--- config.mk ---
export PLATFORM = sky130hd
export DESIGN_NAME = pipeline_stall_ctrl
export DESIGN_NICKNAME = d
export VERILOG_FILES = /design/src/rtl/pipeline_stall_ctrl.sv
export SDC_FILE = /design/constraint.sdc
export NUM_CORES = 1
export LEC_CHECK = 0
export CAP_MARGIN = 15
export CORE_ASPECT_RATIO = 1.75
export CORE_MARGIN = 2
export CORE_UTILIZATION = 40
export DETAILED_ROUTE_END_ITERATION = 10
export PLACE_DENSITY = 0.72
export REMOVE_ABC_BUFFERS = 1
export SETUP_SLACK_MARGIN = 0.2
export SYNTH_ARGS = -nofsm -noshare
export SYNTH_HDL_FRONTEND = slang
export SYNTH_SLANG_ARGS = --single-unit
--- constraint.sdc ---
create_clock -name clk -period 2.22 [get_ports clk]
set_input_delay 0.444 -clock clk [delete_from_list [all_inputs] [get_ports clk]]
set_output_delay 0.444 -clock clk [all_outputs]
set_load 0.1 [all_outputs]
--- src/rtl/pipeline_stall_ctrl.sv ---
// Stall/flush sequencer for the dual-issue pipeline: arbitrates MDU and dcache stalls and runs a stall watchdog.
// Optional STALL_PERF_CNT_EN adds per-source stall-cycle counters.
module pipeline_stall_ctrl #(
   parameter int TIMEOUT = 4096,
   parameter int CNT_W   = 16
) (
   input  logic       clk,
   input  logic       rstn,
   input  logic       ex_mdu_req,
   input  logic       mdu_done,
   input  logic       dcache_stall_req,
   input  logic       MEM_br,
   input  logic       WB_flush_csr,
   output logic       stall_ex,
   output logic       stall_dcache,
   output logic       stall_ex_buf,
   output logic       stall_dcache_buf,
   output logic       stall_fe,
   output logic       flush_if_id,
   output logic       flush_id_ex,
   output logic       flush_ex_mem,
   output logic       mdu_cancel,
   output logic       stall_timeout,
   output logic [1:0] ctrl_state
`ifdef STALL_PERF_CNT_EN
   ,
   output logic [31:0] perf_ex_stall_cyc,
   output logic [31:0] perf_dc_stall_cyc
`endif
);

   typedef enum logic [1:0] {
      ST_RUN     = 2'd0,
      ST_EX_WAIT = 2'd1,
      ST_DC_WAIT = 2'd2,
      ST_DC_EX   = 2'd3
   } state_t;

   state_t           state_q;
   logic             done_seen_q;
   logic             stall_ex_buf_q;
   logic             stall_dcache_buf_q;
   logic             stall_timeout_q;
   logic             timeout_d;
   logic [CNT_W-1:0] wd_cnt_q;
   logic [CNT_W-1:0] wd_cnt_d;
   logic             ex_pend;
   logic             flush_any;

   // Stall/cancel strobes are gated by rstn so a stall drops the moment reset asserts.
   assign ex_pend      = ex_mdu_req & ~mdu_done & ~done_seen_q;
   assign stall_ex     = rstn & ex_pend & ~WB_flush_csr;
   assign stall_dcache = rstn & dcache_stall_req;
   assign stall_fe     = stall_ex | stall_dcache;
   assign mdu_cancel   = rstn & WB_flush_csr &
                         (ex_mdu_req | (state_q == ST_EX_WAIT) | (state_q == ST_DC_EX));
   assign flush_any    = WB_flush_csr | MEM_br;
   assign flush_if_id  = flush_any;
   assign flush_id_ex  = flush_any;
   assign flush_ex_mem = flush_any;

   assign stall_ex_buf     = stall_ex_buf_q;
   assign stall_dcache_buf = stall_dcache_buf_q;
   assign stall_timeout    = stall_timeout_q;
   assign ctrl_state       = state_q;

   // Hazard FSM plus the flag remembering an MDU result that landed under a dcache stall.
   always_ff @(posedge clk or negedge rstn) begin
      if (!rstn) begin
         state_q     <= ST_RUN;
         done_seen_q <= 1'b0;
      end else if (WB_flush_csr) begin
         state_q     <= dcache_stall_req ? ST_DC_WAIT : ST_RUN;
         done_seen_q <= 1'b0;
      end else begin
         if (mdu_done && stall_dcache) begin
            done_seen_q <= 1'b1;
         end else if (!stall_ex && !stall_dcache) begin
            done_seen_q <= 1'b0;
         end else begin
            done_seen_q <= done_seen_q;
         end
         case (state_q)
            ST_RUN: begin
               if (dcache_stall_req) begin
                  state_q <= ex_pend ? ST_DC_EX : ST_DC_WAIT;
               end else if (ex_pend) begin
                  state_q <= ST_EX_WAIT;
               end else begin
                  state_q <= ST_RUN;
               end
            end
            ST_EX_WAIT: begin
               if (dcache_stall_req) begin
                  state_q <= ex_pend ? ST_DC_EX : ST_DC_WAIT;
               end else if (mdu_done) begin
                  state_q <= ST_RUN;
               end else begin
                  state_q <= ST_EX_WAIT;
               end
            end
            ST_DC_WAIT, ST_DC_EX: begin
               if (!dcache_stall_req) begin
                  state_q <= ex_pend ? ST_EX_WAIT : ST_RUN;
               end else begin
                  state_q <= ex_pend ? ST_DC_EX : ST_DC_WAIT;
               end
            end
            default: begin
               state_q <= ST_RUN;
            end
         endcase
      end
   end

   // Watchdog next count: saturating while stalled, cleared whenever the pipe moves.
   always_comb begin
      wd_cnt_d  = {CNT_W{1'b0}};
      timeout_d = stall_timeout_q;
      if (stall_fe) begin
         if (wd_cnt_q == {CNT_W{1'b1}}) begin
            wd_cnt_d = wd_cnt_q;
         end else begin
            wd_cnt_d = wd_cnt_q + {{(CNT_W-1){1'b0}}, 1'b1};
         end
         if (wd_cnt_q == CNT_W'(TIMEOUT - 1)) begin
            timeout_d = 1'b1;
         end else begin
            timeout_d = stall_timeout_q;
         end
      end else begin
         wd_cnt_d  = {CNT_W{1'b0}};
         timeout_d = stall_timeout_q;
      end
   end

   // Delayed stall copies and watchdog state.
   always_ff @(posedge clk or negedge rstn) begin
      if (!rstn) begin
         stall_ex_buf_q     <= 1'b0;
         stall_dcache_buf_q <= 1'b0;
         wd_cnt_q           <= {CNT_W{1'b0}};
         stall_timeout_q    <= 1'b0;
      end else begin
         stall_ex_buf_q     <= stall_ex;
         stall_dcache_buf_q <= stall_dcache;
         wd_cnt_q           <= wd_cnt_d;
         stall_timeout_q    <= timeout_d;
      end
   end

`ifdef STALL_PERF_CNT_EN
   logic [31:0] perf_ex_q;
   logic [31:0] perf_dc_q;

   // Free-running stall-cycle counters; both advance when both sources stall.
   always_ff @(posedge clk or negedge rstn) begin
      if (!rstn) begin
         perf_ex_q <= 32'd0;
         perf_dc_q <= 32'd0;
      end else begin
         perf_ex_q <= stall_ex ? perf_ex_q + 32'd1 : perf_ex_q;
         perf_dc_q <= stall_dcache ? perf_dc_q + 32'd1 : perf_dc_q;
      end
   end

   assign perf_ex_stall_cyc = perf_ex_q;
   assign perf_dc_stall_cyc = perf_dc_q;
`endif

endmodule

==> metrics.txt <==
Worst Slack Setup Final=between 0.3 and 0.4 ns; Synth Flop Type=dfrtp_1; routed vias=around 1.0k; sequential area share after synthesis=0.4711; Setup Skew=0.004296 ns; DRC viols=0; count of cell types in the netlist=38; HP Class=input port to async pin; drt wl/cell=15.91 um; Port Buf Inserts=18; setup violators final=0; synth-to-layout area growth=31.58%; DR vias/cell=6.094; mux cell area share after synthesis=0.01713; Mapped Area=1169 um2; P per Cell Area=557.4 nW/um2; VDD IR max=0.0004794 V; n_diodes=0; CP startpoint kind=input port; most common cell after layout, fill and taps aside=dfrtp_1; worst path arrival time=1.46 ns; Post-Synth Simple-Gate Area=0.2934; Die W=44.86 um; most frequent cells in the layout=22 x dfrtp_1, 11 x nor2_1, 11 x a21oi_1, 11 x buf_4; Initial Util=0.4082; initial antenna violation count=0; largest family of logic cells by synthesized area=simple AND/OR/NAND/NOR gates; Synth Area per Inst=9.658 um2; routed wire length=2720 um; Yosys reg bits=22; row count=26; CTS H-Tree Depth=1; Slew headroom=0.6648; largest net degree at the start of global routing=17; total track usage=0.1757; share of layout cells above drive strength 1=0.2308; # nets final=152; GP Congestion=0.8117; clock slew at reported path FFs=0.08 ns; Post-DRT Antenna Nets=0; Least-Margin Pin Slew=0.4990 ns; final core utilization=0.5372; unrepaired setup endpoints after global routing=false; crit path max fanout=3; Final Max Tran Viols=0; total CTS buffers=3; number of synthesized flops with an enable pin=0; CTS max path bufs=2; vias in the first global route=995; adder-cell share of the synthesized area=0.01071; Async S/R FF share, synth=1.000; Post-Synth XOR/XNOR Area=0.01499; cell leakage power=0.0007033 uW; root buf cell=clkbuf_8; io pins=19; Syn. warnings=0; CP Capture Type=primary output; DP Worst Slack=0.002677 ns; Final HPWL DP=approximately 2100 um; DIE HEIGHT=75.51 um; Synth Instances=121; fin crit share=0.8589; first-pass detailed-route iteration total=4; Die Area=about 3400 um2; Tmin final=1.907 ns; Overflow after GRT=0; # Max-Cap Violations=0; first-pass GRT wire length=roughly 4400 um; fmax=524.5 MHz; setup TNS=0 ns; area fraction in compound gates after synthesis=0.1445; Sink Count=22; Worst EP required=1.78 ns; Detailed Route Iter0 Violations=58; CTS tree=built; status=finished, final reports clean; Final Hold Fails=0; core area=2863 um2; clk_lat worst skew=0.26 ns; Critical Setup Path Class=input port to primary output
[worst max-delay path: stages]
cell and delay [ns]:
dlygate4sd2_1 0.28, nor4b_4 0.33, o21ai_2 0.13, inv_2 0.10
buf_12 0.17
[layout make-up]
type	instances	area [um2]
fillers	254	1325
multi-input cells	87	585.6
flip-flops and latches	22	550.5
repair buffers	24	289.0
clock buffers	4	55.05
well taps	28	35.03
inverters	6	22.52
[worst paths after layout]
path                                            from                        end  slack, ns  cells past startpoint
min in group clk           stall_timeout$_DFFE_PN0P_  stall_timeout$_DFFE_PN0P_       0.48                      1
min                                             rstn    ctrl_state[0]$_DFF_PN0_       0.05                      1
max reg2reg                  wd_cnt_q[0]$_DFFE_PN0P_    wd_cnt_q[1]$_DFFE_PN0P_       0.40                      5
max                                         mdu_done                   stall_fe       0.31                      5
max in group asynchronous                       rstn   wd_cnt_q[14]$_DFFE_PN0P_       1.65                      2
min reg2reg                stall_timeout$_DFFE_PN0P_  stall_timeout$_DFFE_PN0P_       0.48                      1
[cell families after synthesis]
group | count (synthesis)
multiplexers | 2
flip-flops | 22
AND/OR/NAND/NOR | 54
AO/OA/AOI/OAI | 28
buffers and inverters | 12
adder cells (fa/ha/maj) | 1
XOR/XNOR | 2
[sequential cells by signal (all words and copies together) (netlist names)]
register,flops
ctrl_state,2
done_seen_q,1
stall_timeout,1
wd_cnt_q,16
stall_ex_buf,1
stall_dcache_buf,1
[through the flow]
step	instance area [um2]	total power [uW]	hold WS [ns]	instances
global placement	1453	571.3	0.4685	167
global route	1538	888.0	0.05287	171
CTS	1530	858.4	0.4272	171
finish	1538	857.2	0.04620	171
detailed placement	1453	573.5	0.4699	167
floorplan	1135	502.8	0.1484	115
[routing by layer]
metal / part of all wire / track usage / up-vias
met2: 0.54 / 0.2963 / 21
met3: 0.029 / 0.02370 / 6
met4: 0.026 / 0.1078 / 0
met5: 0 / 0 / -
li1: - / - / 493
met1: 0.40 / 0.2074 / 522
[repair_timing]
item,4_1_cts,5_1_grt
hold buffers,0,0
buffers inserted,0,0
resized for setup,7,3
pin swaps,1,3
endpoints found under the setup margin,5,5
[power by group]
part	switching (uW)	internal, uW
combinational	106	52.2
clock	130	158
sequential	4.73	406
total	241	616
[cells in the mapped netlist, types with 2 or more instances]
library cell / number / area share
a21oi_1: 11 / 0.047
dfrtp_1: 22 / 0.47
nand2_1: 3 / 0.0096
a211oi_1: 2 / 0.013
buf_4: 3 / 0.019
and4_1: 3 / 0.022
nor4b_1: 2 / 0.015
nor3_1: 4 / 0.017
nand3_1: 7 / 0.030
nor4_1: 2 / 0.011
o21ai_0: 6 / 0.026
or4_1: 3 / 0.019
inv_1: 6 / 0.019
xor2_1: 2 / 0.015
clkbuf_1: 3 / 0.0096
nand4_1: 5 / 0.027
mux2i_1: 2 / 0.017
or3_1: 3 / 0.016
and2_1: 2 / 0.011
nor2_1: 11 / 0.035
o31ai_1: 2 / 0.013
No activity file was read; power rests on OpenSTA's default activity.
